### config.mk
export PLATFORM = sky130hd
export DESIGN_NAME = multicycle_ctrl_fsm
export DESIGN_NICKNAME = d
export VERILOG_FILES = /design/src/rtl/multicycle_ctrl_fsm.sv
export SDC_FILE = /design/constraint.sdc
export NUM_CORES = 1
export LEC_CHECK = 0
export ABC_AREA = 0
export BUFFER_PORTS_ARGS = -buffer_cell sky130_fd_sc_hd__buf_2
export CAP_MARGIN = 10
export CORE_ASPECT_RATIO = 0.9
export CORE_MARGIN = 1
export CORE_UTILIZATION = 50
export DETAILED_ROUTE_END_ITERATION = 12
export PLACE_DENSITY_LB_ADDON = 0.1
export SLEW_MARGIN = 30
export SYNTH_ARGS = -nofsm -noshare
export SYNTH_HDL_FRONTEND = slang
export SYNTH_SLANG_ARGS = --single-unit
### constraint.sdc
create_clock -name clk -period 2.36 [get_ports clk]
set_clock_uncertainty 0.2 [all_clocks]
set_input_delay 0.354 -clock clk [delete_from_list [all_inputs] [get_ports clk]]
set_output_delay 0.354 -clock clk [all_outputs]
set_load 0.05 [all_outputs]
### src/rtl/multicycle_ctrl_fsm.sv
// multicycle_ctrl_fsm
// Multi-cycle control sequencer for the 16-bit MIPS core. It walks the shared
// datapath (single memory port, one ALU, register file) through
// FETCH / DECODE / EXECUTE / MEM / WB for each 3-bit opcode. It stalls on the
// memory ready handshake and raises a sticky bus error on a memory timeout.
//
// Parameters
//   MEM_TIMEOUT  wait cycles allowed in FETCH / MEM_RD / MEM_WR before ERR (0 = never)
//   TO_W         timeout counter width (MEM_TIMEOUT < 2**TO_W)
//
// Ports
//   clk, rst_n                 clock (rising edge), asynchronous active-low reset
//   opcode                     IR[15:13], sampled only in DECODE
//   zero                       ALU zero flag (branch condition)
//   mem_ready                  memory completes the access this cycle
//   stall                      debug/host freeze request
//   pc_write, pc_write_cond    PC load (unconditional / if zero)
//   pc_en                      pc_write | (pc_write_cond & zero)
//   pc_src, i_or_d, ir_write   PC source, address source, IR load
//   mem_read, mem_write        memory strobes
//   reg_write, reg_dst         register write enable / destination select
//   mem_to_reg                 write-back data select
//   alu_src_a, alu_src_b       ALU operand selects
//   alu_op                     ALU function select
//   instr_done                 one-cycle pulse in the final state of an instruction
//   bus_err                    sticky memory-timeout error
//   state_o                    current state (debug)
//
// Optional feature: define PERF_CNT_EN to add cycle_cnt / instr_cnt outputs.
//
// Moore outputs are registered from the next-state decode so they line up
// with state_reg. The handshake-dependent terms (FETCH ir_write/pc_write,
// MEM_WR instr_done) and the stall gating stay combinational because they
// must react to mem_ready / stall in the same cycle.

module multicycle_ctrl_fsm #(
    parameter int MEM_TIMEOUT = 16,
    parameter int TO_W        = 8
) (
    input  logic        clk,
    input  logic        rst_n,
    input  logic [2:0]  opcode,
    input  logic        zero,
    input  logic        mem_ready,
    input  logic        stall,
    output logic        pc_write,
    output logic        pc_write_cond,
    output logic        pc_en,
    output logic [1:0]  pc_src,
    output logic        i_or_d,
    output logic        ir_write,
    output logic        mem_read,
    output logic        mem_write,
    output logic        reg_write,
    output logic [1:0]  reg_dst,
    output logic [1:0]  mem_to_reg,
    output logic        alu_src_a,
    output logic [1:0]  alu_src_b,
    output logic [1:0]  alu_op,
    output logic        instr_done,
    output logic        bus_err,
`ifdef PERF_CNT_EN
    output logic [3:0]  state_o,
    output logic [31:0] cycle_cnt,
    output logic [31:0] instr_cnt
`else
    output logic [3:0]  state_o
`endif
);

    typedef enum logic [3:0] {
        S_IDLE     = 4'd0,
        S_FETCH    = 4'd1,
        S_DECODE   = 4'd2,
        S_MEM_ADDR = 4'd3,
        S_MEM_RD   = 4'd4,
        S_MEM_WB   = 4'd5,
        S_MEM_WR   = 4'd6,
        S_EXEC_R   = 4'd7,
        S_R_WB     = 4'd8,
        S_EXEC_I   = 4'd9,
        S_I_WB     = 4'd10,
        S_BRANCH   = 4'd11,
        S_JUMP     = 4'd12,
        S_JAL      = 4'd13,
        S_ERR      = 4'd14
    } state_t;

    localparam logic [2:0] OP_R    = 3'b000;
    localparam logic [2:0] OP_SLTI = 3'b001;
    localparam logic [2:0] OP_J    = 3'b010;
    localparam logic [2:0] OP_JAL  = 3'b011;
    localparam logic [2:0] OP_LW   = 3'b100;
    localparam logic [2:0] OP_SW   = 3'b101;
    localparam logic [2:0] OP_BEQ  = 3'b110;
    localparam logic [2:0] OP_ADDI = 3'b111;

    state_t            state_reg, state_next;
    logic [2:0]        opcode_reg, opcode_next;
    logic [TO_W-1:0]   to_cnt_reg, to_cnt_next, to_cnt_inc;
    logic              mem_wait, timeout_hit;

    // Registered Moore outputs and their next-state decode
    logic       pc_write_reg, pc_write_next;
    logic       pc_write_cond_reg, pc_write_cond_next;
    logic [1:0] pc_src_reg, pc_src_next;
    logic       i_or_d_reg, i_or_d_next;
    logic       mem_read_reg, mem_read_next;
    logic       mem_write_reg, mem_write_next;
    logic       reg_write_reg, reg_write_next;
    logic [1:0] reg_dst_reg, reg_dst_next;
    logic [1:0] mem_to_reg_reg, mem_to_reg_next;
    logic       alu_src_a_reg, alu_src_a_next;
    logic [1:0] alu_src_b_reg, alu_src_b_next;
    logic [1:0] alu_op_reg, alu_op_next;
    logic       instr_done_reg, instr_done_next;
    logic       bus_err_reg, bus_err_next;

    // A wait cycle is an unstalled cycle in a memory state without mem_ready.
    assign mem_wait    = ((state_reg == S_FETCH) || (state_reg == S_MEM_RD) ||
                          (state_reg == S_MEM_WR)) && !mem_ready && !stall;
    assign to_cnt_inc  = to_cnt_reg + TO_W'(1);
    assign timeout_hit = (MEM_TIMEOUT != 0) && mem_wait &&
                         (to_cnt_inc == TO_W'(MEM_TIMEOUT));

    always_comb begin
        state_next  = state_reg;
        opcode_next = opcode_reg;
        to_cnt_next = to_cnt_reg;

        if (state_reg > S_ERR) begin
            state_next = S_IDLE;
        end else if (!stall) begin
            case (state_reg)
                S_IDLE:   state_next = S_FETCH;
                S_FETCH:  if (mem_ready) state_next = S_DECODE;
                          else if (timeout_hit) state_next = S_ERR;
                S_DECODE: begin
                    opcode_next = opcode;
                    case (opcode)
                        OP_LW, OP_SW:     state_next = S_MEM_ADDR;
                        OP_R:             state_next = S_EXEC_R;
                        OP_ADDI, OP_SLTI: state_next = S_EXEC_I;
                        OP_BEQ:           state_next = S_BRANCH;
                        OP_J:             state_next = S_JUMP;
                        OP_JAL:           state_next = S_JAL;
                    endcase
                end
                // Only lw/sw reach MEM_ADDR, so the latched opcode picks the direction.
                S_MEM_ADDR: state_next = (opcode_reg == OP_SW) ? S_MEM_WR : S_MEM_RD;
                S_MEM_RD:   if (mem_ready) state_next = S_MEM_WB;
                            else if (timeout_hit) state_next = S_ERR;
                S_MEM_WR:   if (mem_ready) state_next = S_FETCH;
                            else if (timeout_hit) state_next = S_ERR;
                S_EXEC_R:   state_next = S_R_WB;
                S_EXEC_I:   state_next = S_I_WB;
                S_MEM_WB, S_R_WB, S_I_WB, S_BRANCH, S_JUMP, S_JAL:
                            state_next = S_FETCH;
                S_ERR:      state_next = S_ERR;
                default:    state_next = S_IDLE;
            endcase

            // Any state change clears the counter, which covers every entry
            // into a memory state; it only advances on wait cycles.
            if (state_next != state_reg) to_cnt_next = '0;
            else if (mem_wait)           to_cnt_next = to_cnt_inc;
        end

        // Moore output decode of the state being entered
        pc_write_next      = 1'b0;
        pc_write_cond_next = 1'b0;
        pc_src_next        = 2'b00;
        i_or_d_next        = 1'b0;
        mem_read_next      = 1'b0;
        mem_write_next     = 1'b0;
        reg_write_next     = 1'b0;
        reg_dst_next       = 2'b00;
        mem_to_reg_next    = 2'b00;
        alu_src_a_next     = 1'b0;
        alu_src_b_next     = 2'b00;
        alu_op_next        = 2'b00;
        instr_done_next    = 1'b0;
        bus_err_next       = 1'b0;
        case (state_next)
            S_FETCH:    begin mem_read_next = 1'b1; alu_src_b_next = 2'b01; alu_op_next = 2'b11; end
            S_DECODE:   begin alu_src_b_next = 2'b10; alu_op_next = 2'b11; end
            S_MEM_ADDR: begin alu_src_a_next = 1'b1; alu_src_b_next = 2'b10; alu_op_next = 2'b11; end
            S_MEM_RD:   begin mem_read_next = 1'b1; i_or_d_next = 1'b1; end
            S_MEM_WB:   begin reg_write_next = 1'b1; mem_to_reg_next = 2'b01; instr_done_next = 1'b1; end
            S_MEM_WR:   begin mem_write_next = 1'b1; i_or_d_next = 1'b1; end
            S_EXEC_R:   begin alu_src_a_next = 1'b1; end
            S_R_WB:     begin reg_write_next = 1'b1; reg_dst_next = 2'b01; instr_done_next = 1'b1; end
            S_EXEC_I: begin
                alu_src_a_next = 1'b1;
                alu_src_b_next = 2'b10;
                alu_op_next    = (opcode_next == OP_SLTI) ? 2'b10 : 2'b11;
            end
            S_I_WB:     begin reg_write_next = 1'b1; instr_done_next = 1'b1; end
            S_BRANCH: begin
                alu_src_a_next     = 1'b1;
                alu_op_next        = 2'b01;
                pc_write_cond_next = 1'b1;
                pc_src_next        = 2'b01;
                instr_done_next    = 1'b1;
            end
            S_JUMP:     begin pc_write_next = 1'b1; pc_src_next = 2'b10; instr_done_next = 1'b1; end
            S_JAL: begin
                pc_write_next   = 1'b1;
                pc_src_next     = 2'b10;
                reg_write_next  = 1'b1;
                reg_dst_next    = 2'b10;
                mem_to_reg_next = 2'b10;
                instr_done_next = 1'b1;
            end
            S_ERR:      bus_err_next = 1'b1;
            default:    ;
        endcase
    end

    always_ff @(posedge clk or negedge rst_n) begin
        if (!rst_n) begin
            state_reg         <= S_IDLE;
            opcode_reg        <= 3'b000;
            to_cnt_reg        <= '0;
            pc_write_reg      <= 1'b0;
            pc_write_cond_reg <= 1'b0;
            pc_src_reg        <= 2'b00;
            i_or_d_reg        <= 1'b0;
            mem_read_reg      <= 1'b0;
            mem_write_reg     <= 1'b0;
            reg_write_reg     <= 1'b0;
            reg_dst_reg       <= 2'b00;
            mem_to_reg_reg    <= 2'b00;
            alu_src_a_reg     <= 1'b0;
            alu_src_b_reg     <= 2'b00;
            alu_op_reg        <= 2'b00;
            instr_done_reg    <= 1'b0;
            bus_err_reg       <= 1'b0;
        end else begin
            state_reg         <= state_next;
            opcode_reg        <= opcode_next;
            to_cnt_reg        <= to_cnt_next;
            pc_write_reg      <= pc_write_next;
            pc_write_cond_reg <= pc_write_cond_next;
            pc_src_reg        <= pc_src_next;
            i_or_d_reg        <= i_or_d_next;
            mem_read_reg      <= mem_read_next;
            mem_write_reg     <= mem_write_next;
            reg_write_reg     <= reg_write_next;
            reg_dst_reg       <= reg_dst_next;
            mem_to_reg_reg    <= mem_to_reg_next;
            alu_src_a_reg     <= alu_src_a_next;
            alu_src_b_reg     <= alu_src_b_next;
            alu_op_reg        <= alu_op_next;
            instr_done_reg    <= instr_done_next;
            bus_err_reg       <= bus_err_next;
        end
    end

    // Handshake-completion terms; stall outranks mem_ready.
    logic fetch_done, wr_done;
    assign fetch_done = (state_reg == S_FETCH)  && mem_ready && !stall;
    assign wr_done    = (state_reg == S_MEM_WR) && mem_ready && !stall;

    assign pc_write      = (pc_write_reg && !stall) || fetch_done;
    assign pc_write_cond = pc_write_cond_reg && !stall;
    assign pc_en         = pc_write || (pc_write_cond && zero);
    assign pc_src        = pc_src_reg;
    assign i_or_d        = i_or_d_reg;
    assign ir_write      = fetch_done;
    assign mem_read      = mem_read_reg && !stall;
    assign mem_write     = mem_write_reg && !stall;
    assign reg_write     = reg_write_reg && !stall;
    assign reg_dst       = reg_dst_reg;
    assign mem_to_reg    = mem_to_reg_reg;
    assign alu_src_a     = alu_src_a_reg;
    assign alu_src_b     = alu_src_b_reg;
    assign alu_op        = alu_op_reg;
    assign instr_done    = (instr_done_reg && !stall) || wr_done;
    assign bus_err       = bus_err_reg;
    assign state_o       = state_reg;

`ifdef PERF_CNT_EN
    logic [31:0] cycle_cnt_reg, instr_cnt_reg;

    always_ff @(posedge clk or negedge rst_n) begin
        if (!rst_n) begin
            cycle_cnt_reg <= 32'd0;
            instr_cnt_reg <= 32'd0;
        end else begin
            if (!stall && (state_reg != S_ERR)) cycle_cnt_reg <= cycle_cnt_reg + 32'd1;
            if (instr_done)                     instr_cnt_reg <= instr_cnt_reg + 32'd1;
        end
    end

    assign cycle_cnt = cycle_cnt_reg;
    assign instr_cnt = instr_cnt_reg;
`else
    // Performance counters not built.
`endif

endmodule

=== Word level (Yosys, flattened, before mapping) ===
Memories as Yosys holds them, arrays and structs flattened.
Index checks and enable logic that the tools add are counted.

* Add/sub/neg operators: 1
* Order comparisons: 1
* Equality and inequality tests: 32
* Muxes and demuxes: 30
* Bitwise gates (word level): 2
* Reduce and logical (&&, ||, !) cells: 33

{| class="wikitable"
|+ Operators by type and width
! operator !! number
|-
| == test 4 bit, second input constant || 14
|-
| one-hot mux 4 bit (9 select lines) || 1
|-
| == test 4 x 3 -> 1 bit, second input constant || 8
|-
| two-way mux 4 bit || 8
|-
| == test 4 x 2 -> 1 bit, second input constant || 4
|-
| two-way mux 8 bit || 2
|-
| one-hot mux 2 bit (2 select lines) || 4
|-
| logical AND 1 bit || 14
|-
| two-way mux 1 bit || 10
|-
| two-way mux 3 bit || 3
|-
| adder 8 x 1 -> 8 bit, second input constant || 1
|-
| == test 4 x 1 -> 1 bit, second input constant || 2
|-
| == test 8 x 5 -> 1 bit, second input constant || 1
|-
| OR reduction 4 bit || 2
|-
| OR reduction 7 bit || 1
|-
| one-hot mux 2 bit (3 select lines) || 1
|-
| OR reduction 2 bit || 3
|-
| OR reduction 3 bit || 2
|-
| OR reduction 6 bit || 1
|-
| logical OR 1 bit || 5
|-
| greater-than comparator 4 bit, second input constant || 1
|-
| logical NOT 4 bit || 1
|-
| != test 4 bit || 1
|-
| == test 3 x 1 -> 1 bit, second input constant || 1
|-
| 6 further kinds || 8
|}

* Flip-flop bits (word level): 34
* Bits in read-only memories: 32
* Input port bits: 8
* Output and inout port bits: 25
* Logic and storage cells: 117
* Memories: 1

{| class="wikitable"
|+ Memories
! name !! words !! width !! read ports !! clocked after memory_dff !! wr ports !! RTL line !! RTL
|-
| (name not given) || 8 || 4 || 1 || 0 || 0 || 140 || <nowiki>case (opcode)</nowiki>
|}

=== Longest topological paths before layout ===
Gate-level depths: netlist (run 1).

* Word-level depth: 16
* Gate-level depth with buffers: 10
* Gate-level depth less buffers: 8

=== Worst setup path before layout (run 1) ===
No wires, ideal clock.

* Path kind: flip-flop to output port
* From: register state_reg[2], in the netlist state_o[2]
* To: output port pc_en
* Arrival time: 2.518 ns
* Data required time: 1.806 ns
* Path slack: -0.712 ns
* Stages on the path, launching flop included: 8
* Buffers on the path: 2
* Cells stage by stage: dfrtp_1 -> buf_2 -> or3b_1 -> buf_2 -> nor2_1 -> nor2_1 -> nor2_1 -> a21o_1

* Word-level cells in the longest chain between the ends: 5

{| class="wikitable"
|+ RTL lines
! element !! RTL line !! RTL
|-
| start, declared || 98 || <nowiki>state_t state_reg, state_next;</nowiki>
|-
| start signal, assigned || 240 || <nowiki>state_reg <= state_next;</nowiki>
|-
| == test 4 x 1 -> 1 bit || 262 || <nowiki>assign fetch_done = (state_reg == S_FETCH) && mem_ready && !stall;</nowiki>
|-
| logical AND 1 bit (2 in a row) || 262 ||
|-
| logical OR 1 bit || 265 || <nowiki>assign pc_write = (pc_write_reg && !stall) || fetch_done;</nowiki>
|-
| named net pc_write || 46 || <nowiki>output logic pc_write,</nowiki>
|-
| logical OR 1 bit || 267 || <nowiki>assign pc_en = pc_write || (pc_write_cond && zero);</nowiki>
|-
| end, declared || 48 || <nowiki>output logic pc_en,</nowiki>
|}

The timed path passes the listed nets, and every way through them passes these cells.

=== Worst setup path after layout (run 1) ===
* From: register to_cnt_reg[0]
* To: register alu_op_reg[0], in the netlist alu_op[0]

* Word-level cells in the longest chain between the ends: 13
* Elaborated cells between the ends (all ways): 19
* Those cells by class: add/sub (1); eq/ne (6); mux (10); reduce/logical (2)

{| class="wikitable"
|+ RTL lines
! element !! RTL line !! RTL
|-
| start, declared || 100 || <nowiki>logic [TO_W-1:0] to_cnt_reg, to_cnt_next, to_cnt_inc;</nowiki>
|-
| start signal, assigned || 242 || <nowiki>to_cnt_reg <= to_cnt_next;</nowiki>
|-
| adder 8 x 1 -> 8 bit * || 122 || <nowiki>assign to_cnt_inc = to_cnt_reg + TO_W'(1);</nowiki>
|-
| == test 8 x 5 -> 1 bit * || 124 || <nowiki>(to_cnt_inc == TO_W'(MEM_TIMEOUT));</nowiki>
|-
| logical AND 1 bit * || 123 || <nowiki>assign timeout_hit = (MEM_TIMEOUT != 0) && mem_wait &&</nowiki>
|-
| two-way mux 4 bit * || 137, 152, 154 ||
|-
| two-way mux 4 bit (on tied branches) || 153, 136, 151 ||
|-
| one-hot mux 4 bit (9 select lines) * || 134 || <nowiki>case (state_reg)</nowiki>
|-
| two-way mux 4 bit * || 133 || <nowiki>end else if (!stall) begin</nowiki>
|-
| two-way mux 4 bit * || 131 || <nowiki>if (state_reg > S_ERR) begin</nowiki>
|-
| two-way mux 4 bit * || 133 ||
|-
| two-way mux 4 bit * || 131 ||
|-
| named net state_next[3] || 98 ||
|-
| == test 4 x 2 -> 1 bit / == test 4 x 1 -> 1 bit (equally long branches) || 184 || <nowiki>case (state_next)</nowiki>
|-
| OR reduction 3 bit (no source line) || -- ||
|-
| one-hot mux 2 bit (3 select lines) * || 184 ||
|-
| named net alu_op_next[0] || 115 || <nowiki>logic [1:0] alu_op_reg, alu_op_next;</nowiki>
|-
| end signal, assigned || 254 || <nowiki>alu_op_reg <= alu_op_next;</nowiki>
|-
| end, declared || 115 ||
|}

Mark *: on every way through the listed nets, which the timed path passes. The rest lies on a longest branch. The select of a mux whose other input is x is not followed.
A chain may end at the register's enable or synchronous reset.

==> results of run 1 <==
cell usage in the layout (no fill, tap or decap), types with 5 or more instances in the layout:
| cell | instances |
|---|---|
| clkbuf_8 | 6 |
| nor2_1 | 8 |
| dfrtp_1 | 27 |
| nor2b_1 | 11 |
| dfrtp_2 | 5 |
| o21ai_0 | 12 |
| nand2b_1 | 8 |
| nor3_1 | 9 |
| a21oi_1 | 6 |
| buf_2 | 30 |
| buf_4 | 26 |
| nand2_1 | 15 |
cells in the mapped netlist, types with 2 or more instances:
cell type	instances
dfrtp_1	32
nand2_1	17
nor2_1	13
o21ai_0	12
nor2b_1	11
nor3_1	11
a21oi_1	8
nand2b_1	8
clkbuf_1	6
o21ai_1	6
a21o_1	4
a211oi_1	3
and3_1	3
buf_2	3
buf_4	3
inv_2	3
mux2_2	3
nand3_1	3
nor4b_1	3
o22ai_1	3
o2bb2ai_1	3
a2bb2oi_1	2
a31o_2	2
a31oi_1	2
and4_4	2
ha_1	2
inv_1	2
nand3b_1	2
nor4_1	2
o211a_1	2
o21bai_1	2
or3_1	2
per-layer routing:
layer  vias up  track usage [%]  share of wire (%)
met5         -                0                  0
met2        70             40.4                 46
met4         0             6.99               0.72
met3         7             6.20                6.4
li1        861                -                  -
met1       889             36.9                 47
final cells by class:
cell class              instances  area (sq um)  share of cell area, %
clock inverters                 1          7.51                  0.294
well taps                      44          55.1                   2.15
flip-flops and latches         32           807                   31.6
repair buffers                 59           382                   14.9
multi-input cells             157          1190                   46.7
inverters                       6          25.0                  0.979
clock buffers                   7          86.3                   3.38
timing repair:
item,in CTS,in global routing
gates resized for setup,8,22
hold endpoints to repair,32,0
endpoints found under the setup margin,16,21
hold buffers,1,0
pin swaps,4,8
setup buffers,0,4
critical path, delay by kind of cell, from the launching register on:
kind                       cells  cell delay (ns)
xor gates and xnor gates       1             0.17
DFF                            1             0.45
buffers and inverters          1             0.05
and+or+nand+nor                2             0.54
adders and majority gates      1             0.20
AOI/OAI and AO/OA              3             0.70
kinds of logic after synthesis:
kind of cell	synth area share, %
AO/OA/AOI/OAI	24.0
flip-flops	41.7
adder cells (fa/ha/maj)	1.30
buffers and inverters	5.21
AND/OR/NAND/NOR	24.6
XOR/XNOR	0.912
multiplexers	2.28
power breakdown:
group,switching [mW],internal (mW),total [mW]
registers,0.0903,0.708,0.799
clock network,0.201,0.237,0.438
logic,1.29,0.725,2.02
total,1.59,1.67,3.26
per-stage QoR:
step | total power [mW] | util (%)
detailed placement | 2.59 | 64.6
global route | 3.44 | 72.4
floorplan | 2.10 | -
CTS | 3.07 | 68.5
global placement | 2.56 | 64.6
finish | 3.26 | 72.4
worst paths after layout:
| path | startpoint | endpoint | cells past startpoint |
|---|---|---|---|
| hold reg to reg | opcode_reg[0] | opcode_reg[0] | 1 |
| max in group asynchronous | rst_n | to_cnt_reg[1] | 2 |
| setup / recovery | to_cnt_reg[0] | alu_op[0] | 8 |
| setup reg to reg | to_cnt_reg[0] | alu_op[0] | 8 |
| hold / removal | opcode[0] | opcode_reg[0] | 2 |
| min in group asynchronous | rst_n | instr_done_reg | 2 |
==> flow_metrics.tcl, run 1 <==
set metrics [dict create \
    drive_gt1_share_pct 43.5 \
    rsz0062_at_grt "true" \
    grt_pass1_vias 1678 \
    yosys-top-cells-area "dfrtp_1 (42%), nor2b_1 (3.6%), nand2_1 (3.3%)" \
    antenna-diode-count 0 \
    final-max-slew-violation-count 0 \
    ant_nets 0 \
    synth_fp_nets 219 \
    drt-pass1-iter-count 4 \
    crit_chain "ha_4, xor2_1, a22o_1, and4_4, a211oi_4, inv_4, or3_4, o22ai_2" \
    core.rowCount 20 \
    finalSetupViolations 3 \
    largest_reg_flops 8 \
    dieHeight_um 60.8 \
    cap_violations 0 \
    die_area_sq_mm 0.00410 \
    htreeDepth 2 \
    max_freq_mhz 418 \
    hp-class "in2reg" \
    stdcell_area_sq_mm 0.00255 \
    leakagePower_nw 1.15 \
    timing.setup.tns_ns -0.0480 \
    powerDensity_mw_per_mm2 1270 \
    cp_slowest_stage_delay_ns 0.45 \
    fin_crit_sh_pct 101 \
    final_nets 271 \
    gp_congestion 0.950 \
    drt_iter0_markers 156 \
    ys_seq_area_share_pct 41.7 \
    crit_fanout 6 \
    postPlaceCellArea_sq_mm 0.00228 \
    drcViolationCount 0 \
    ir_worst_vdd_uv 828 \
    end_kind "register" \
    grt_max_degree 33 \
    ys_types 61 \
    crit_type "reg2reg" \
    clk_latency_ns 0.28 \
    synthFlopType "dfrtp_1" \
    area_growth_pct 32.9 \
    crit_required_ns 2.36 \
    stdcell_count 306 \
    netlist_instances 209 \
    tritoncts "yes" \
    maxSlewHeadroom_pct 54.1 \
    synth.top_cell.area_share_pct 41.7 \
    vias_per_cell 5.97 \
    die_w_um 67.4 \
    initial_core_util_pct 54.5 \
    detail_route.wl_per_cell_um 16.8 \
    cts.sinks 32 \
    pre_cts_ws_ns -0.0375 \
    status "complete, but fails checks" \
    post-place-cells 293 \
    violations "negative setup slack" \
    ys_seq_elements 32 \
    critPathSlowestCell "dfrtp_2" \
    coreArea_sq_mm 0.00353 \
    path_clk_slew_ns 0.07 \
    min_period_ns 2.39 \
    num_vias 1827 \
    cts_made_buffers 5 \
    fin_hold_ws_ns 0.183 \
    rrSetupSlack_ns -0.03 \
    cts_max_path_buffers 2 \
    syn-mean-instance-area_sq_um 9.20 \
    portBuffers 32 \
    cp-start-kind "register" \
    antenna_found_initial 0 \
    yosys.area.top_type "dfrtp_1" \
    clock-root-buffer "clkbuf_8" \
    synth_edf_count 0 \
    crit_arrival_ns 2.39 \
    io_pins 33 \
    grt-ovfl-total 0 \
    grt_usage_pct 26.1 \
    fin_ws_ns -0.0331 \
    syn_area_sq_mm 0.00192 \
    synth_warnings 0 \
    hold_violations 0 \
    n_fill_cell 239 \
    grt_pass1_wl_mm 7.80 \
    hpwl_mm 3.42 \
    worstMarginPinSlew_ns 0.689 \
    ys_async_sr_fraction_pct 100 \
    wl_mm 5.13 \
]
(Power assumes the default switching activity.)
==> run 2, diff against run 1 <==
--- a/config.mk
+++ b/config.mk
@@ -10,7 +10,8 @@
 export CAP_MARGIN = 10
 export CORE_ASPECT_RATIO = 0.9
 export CORE_MARGIN = 1
-export CORE_UTILIZATION = 50
+export CORE_UTILIZATION = 52
+export CTS_BUF_LIST = sky130_fd_sc_hd__clkbuf_4
 export DETAILED_ROUTE_END_ITERATION = 12
 export PLACE_DENSITY_LB_ADDON = 0.1
 export SLEW_MARGIN = 30
==> run 2 against run 1 <==
The flow still finishes with violations (negative setup slack). Via count is 1.1% higher. Combinational power is 4% higher. Count of clock-buffer cells in the layout is 1 lower. Register-to-register slack hardly changed. Critical path depth stayed put. Clock power is 3% lower. Cell area is 1.2% higher. Die area is 3.7% lower. Power is 2.0% higher. Setup slack worse by 0.0088 ns. Sequential power is 2% lower. Fmax is 0.36% lower. Largest cell class unchanged. Highest routed layer unchanged.
==> flow_metrics.tcl, run 2 (synthesis results as in run 1) <==
set metrics [dict create \
    grt_pass1_wl_mm 8.00 \
    path_clk_slew_ns 0.10 \
    p_sw_mw 1.62 \
    cts.sinks 32 \
    clock-root-buffer "clkbuf_4" \
    drt-pass1-iter-count 4 \
    io_pins 33 \
    status "complete, but fails checks" \
    grt_pass1_vias 1674 \
    violations "negative setup slack" \
    clk_latency_ns 0.34 \
    cp-start-kind "register" \
    worstMarginPinSlew_ns 0.704 \
    ant_nets 0 \
    wl_mm 5.27 \
    die_w_um 66.1 \
    antenna-diode-count 0 \
    grt_usage_pct 27.8 \
    finalSetupViolations 6 \
    drt_iter0_markers 172 \
    leakagePower_nw 1.18 \
    area_growth_pct 34.5 \
    grt-ovfl-total 0 \
    rsz0062_at_grt "true" \
    drcViolationCount 0 \
    crit_required_ns 2.43 \
    end_kind "register" \
    pwr-share-clk_pct 12.8 \
    timing.setup.tns_ns -0.133 \
    core.rowCount 20 \
    fin_crit_sh_pct 102 \
    hpwl_mm 3.52 \
    coreArea_sq_mm 0.00345 \
    intPower_mw 1.70 \
    max_freq_mhz 416 \
    crit_arrival_ns 2.47 \
    crit_type "reg2reg" \
    antenna_found_initial 0 \
    vias_per_cell 6.02 \
    final_cell_mix "buf_2 (30), dfrtp_1 (28), buf_4 (26)" \
    cts_max_path_buffers 2 \
    final_nets 272 \
    final_common_cell "buf_2" \
    stdcell_count 307 \
    htreeDepth 2 \
    initial_core_util_pct 55.7 \
    swShare_pct 48.8 \
    cap_violations 0 \
    portBuffers 32 \
    grt_max_degree 33 \
    fin_ws_ns -0.0419 \
    powerDensity_mw_per_mm2 1290 \
    post-place-cells 292 \
    tritoncts "yes" \
    seqPwrFrac_pct 23.6 \
    cts_made_buffers 5 \
    hold_violations 0 \
    drive_gt1_share_pct 45.6 \
    largest_reg_flops 8 \
    crit_fanout 6 \
    maxSlewHeadroom_pct 53.1 \
    detail_route.wl_per_cell_um 17.1 \
    min_period_ns 2.40 \
    gp_congestion 0.895 \
    die_area_sq_mm 0.00394 \
    comb_power_share_pct 63.6 \
    dieHeight_um 59.7 \
    num_vias 1847 \
    final-max-slew-violation-count 0 \
    ir_worst_vdd_uv 908 \
    hp-class "in2reg" \
]
[run 2: repair_timing]
action,in CTS,in global routing
pin swaps,4,6
buffers inserted,4,2
endpoints found under the hold margin,32,0
hold buffers,1,0
resized for setup,16,22
endpoints found under the setup margin,12,20
[run 2: final timing paths]
path,to,depth (start not counted),start,slack (ns)
max in group asynchronous,state_o[3],2,rst_n,1.08
min in group asynchronous,opcode_reg[2],2,rst_n,0.39
hold reg to reg,opcode_reg[0],1,opcode_reg[0],0.34
setup reg to reg,alu_op[0],8,to_cnt_reg[1],-0.04
hold / removal,opcode_reg[0],2,opcode[0],0.13
setup / recovery,alu_op[0],8,to_cnt_reg[1],-0.04
[run 2: metal layers]
layer | share of wire (%) | wire, um | GRT usage (%)
met1 | 47 | 2460 | 42.3
met2 | 44 | 2330 | 41.0
met3 | 7.3 | 382 | 4.01
met4 | 1.9 | 101 | 8.51
met5 | 0 | 0 | 0
[run 2: final cells by class]
class                   instances  area (sq um)
clock buffers                   6          45.0
inverters                       6          25.0
flip-flops and latches         32           806
fillers                       257           868
multi-input cells             157          1230
clock inverters                 2          35.0
well taps                      44          55.1
repair buffers                 60           393
[run 2: power groups by stage]
stage               clock network (mW)  registers (mW)  logic, mW
finish                           0.425           0.784       2.11
global route                     0.459           0.799       2.24
CTS                              0.434           0.782       1.89
detailed placement                   0           0.787       1.76
global placement                     0           0.781       1.74
floorplan                            0            1.08       1.02
[run 2: critical path, stage by stage (launching register included)]
cell	delay, ns
dfrtp_1	0.45
ha_4	0.20
xor2_1	0.16
a22o_1	0.27
and4_4	0.19
a211oi_4	0.31
inv_4	0.05
or3_4	0.35
o22ai_2	0.15
[run 2: per-stage QoR]
stage / hold WS [ns] / utilization (%) / worst slack [ns] / power (mW) / area, sq um
final: 0.128 / 74.9 / -0.0419 / 3.32 / 2580
after detailed placement: 0.245 / 65.8 / -0.0532 / 2.55 / 2270
after global routing: 0.119 / 74.9 / -0.125 / 3.50 / 2580
after CTS: 0.114 / 71.3 / 0.00103 / 3.11 / 2460
after floorplan: -0.142 / - / -0.214 / 2.10 / 1990
after global placement: 0.233 / 65.8 / -0.00907 / 2.53 / 2270
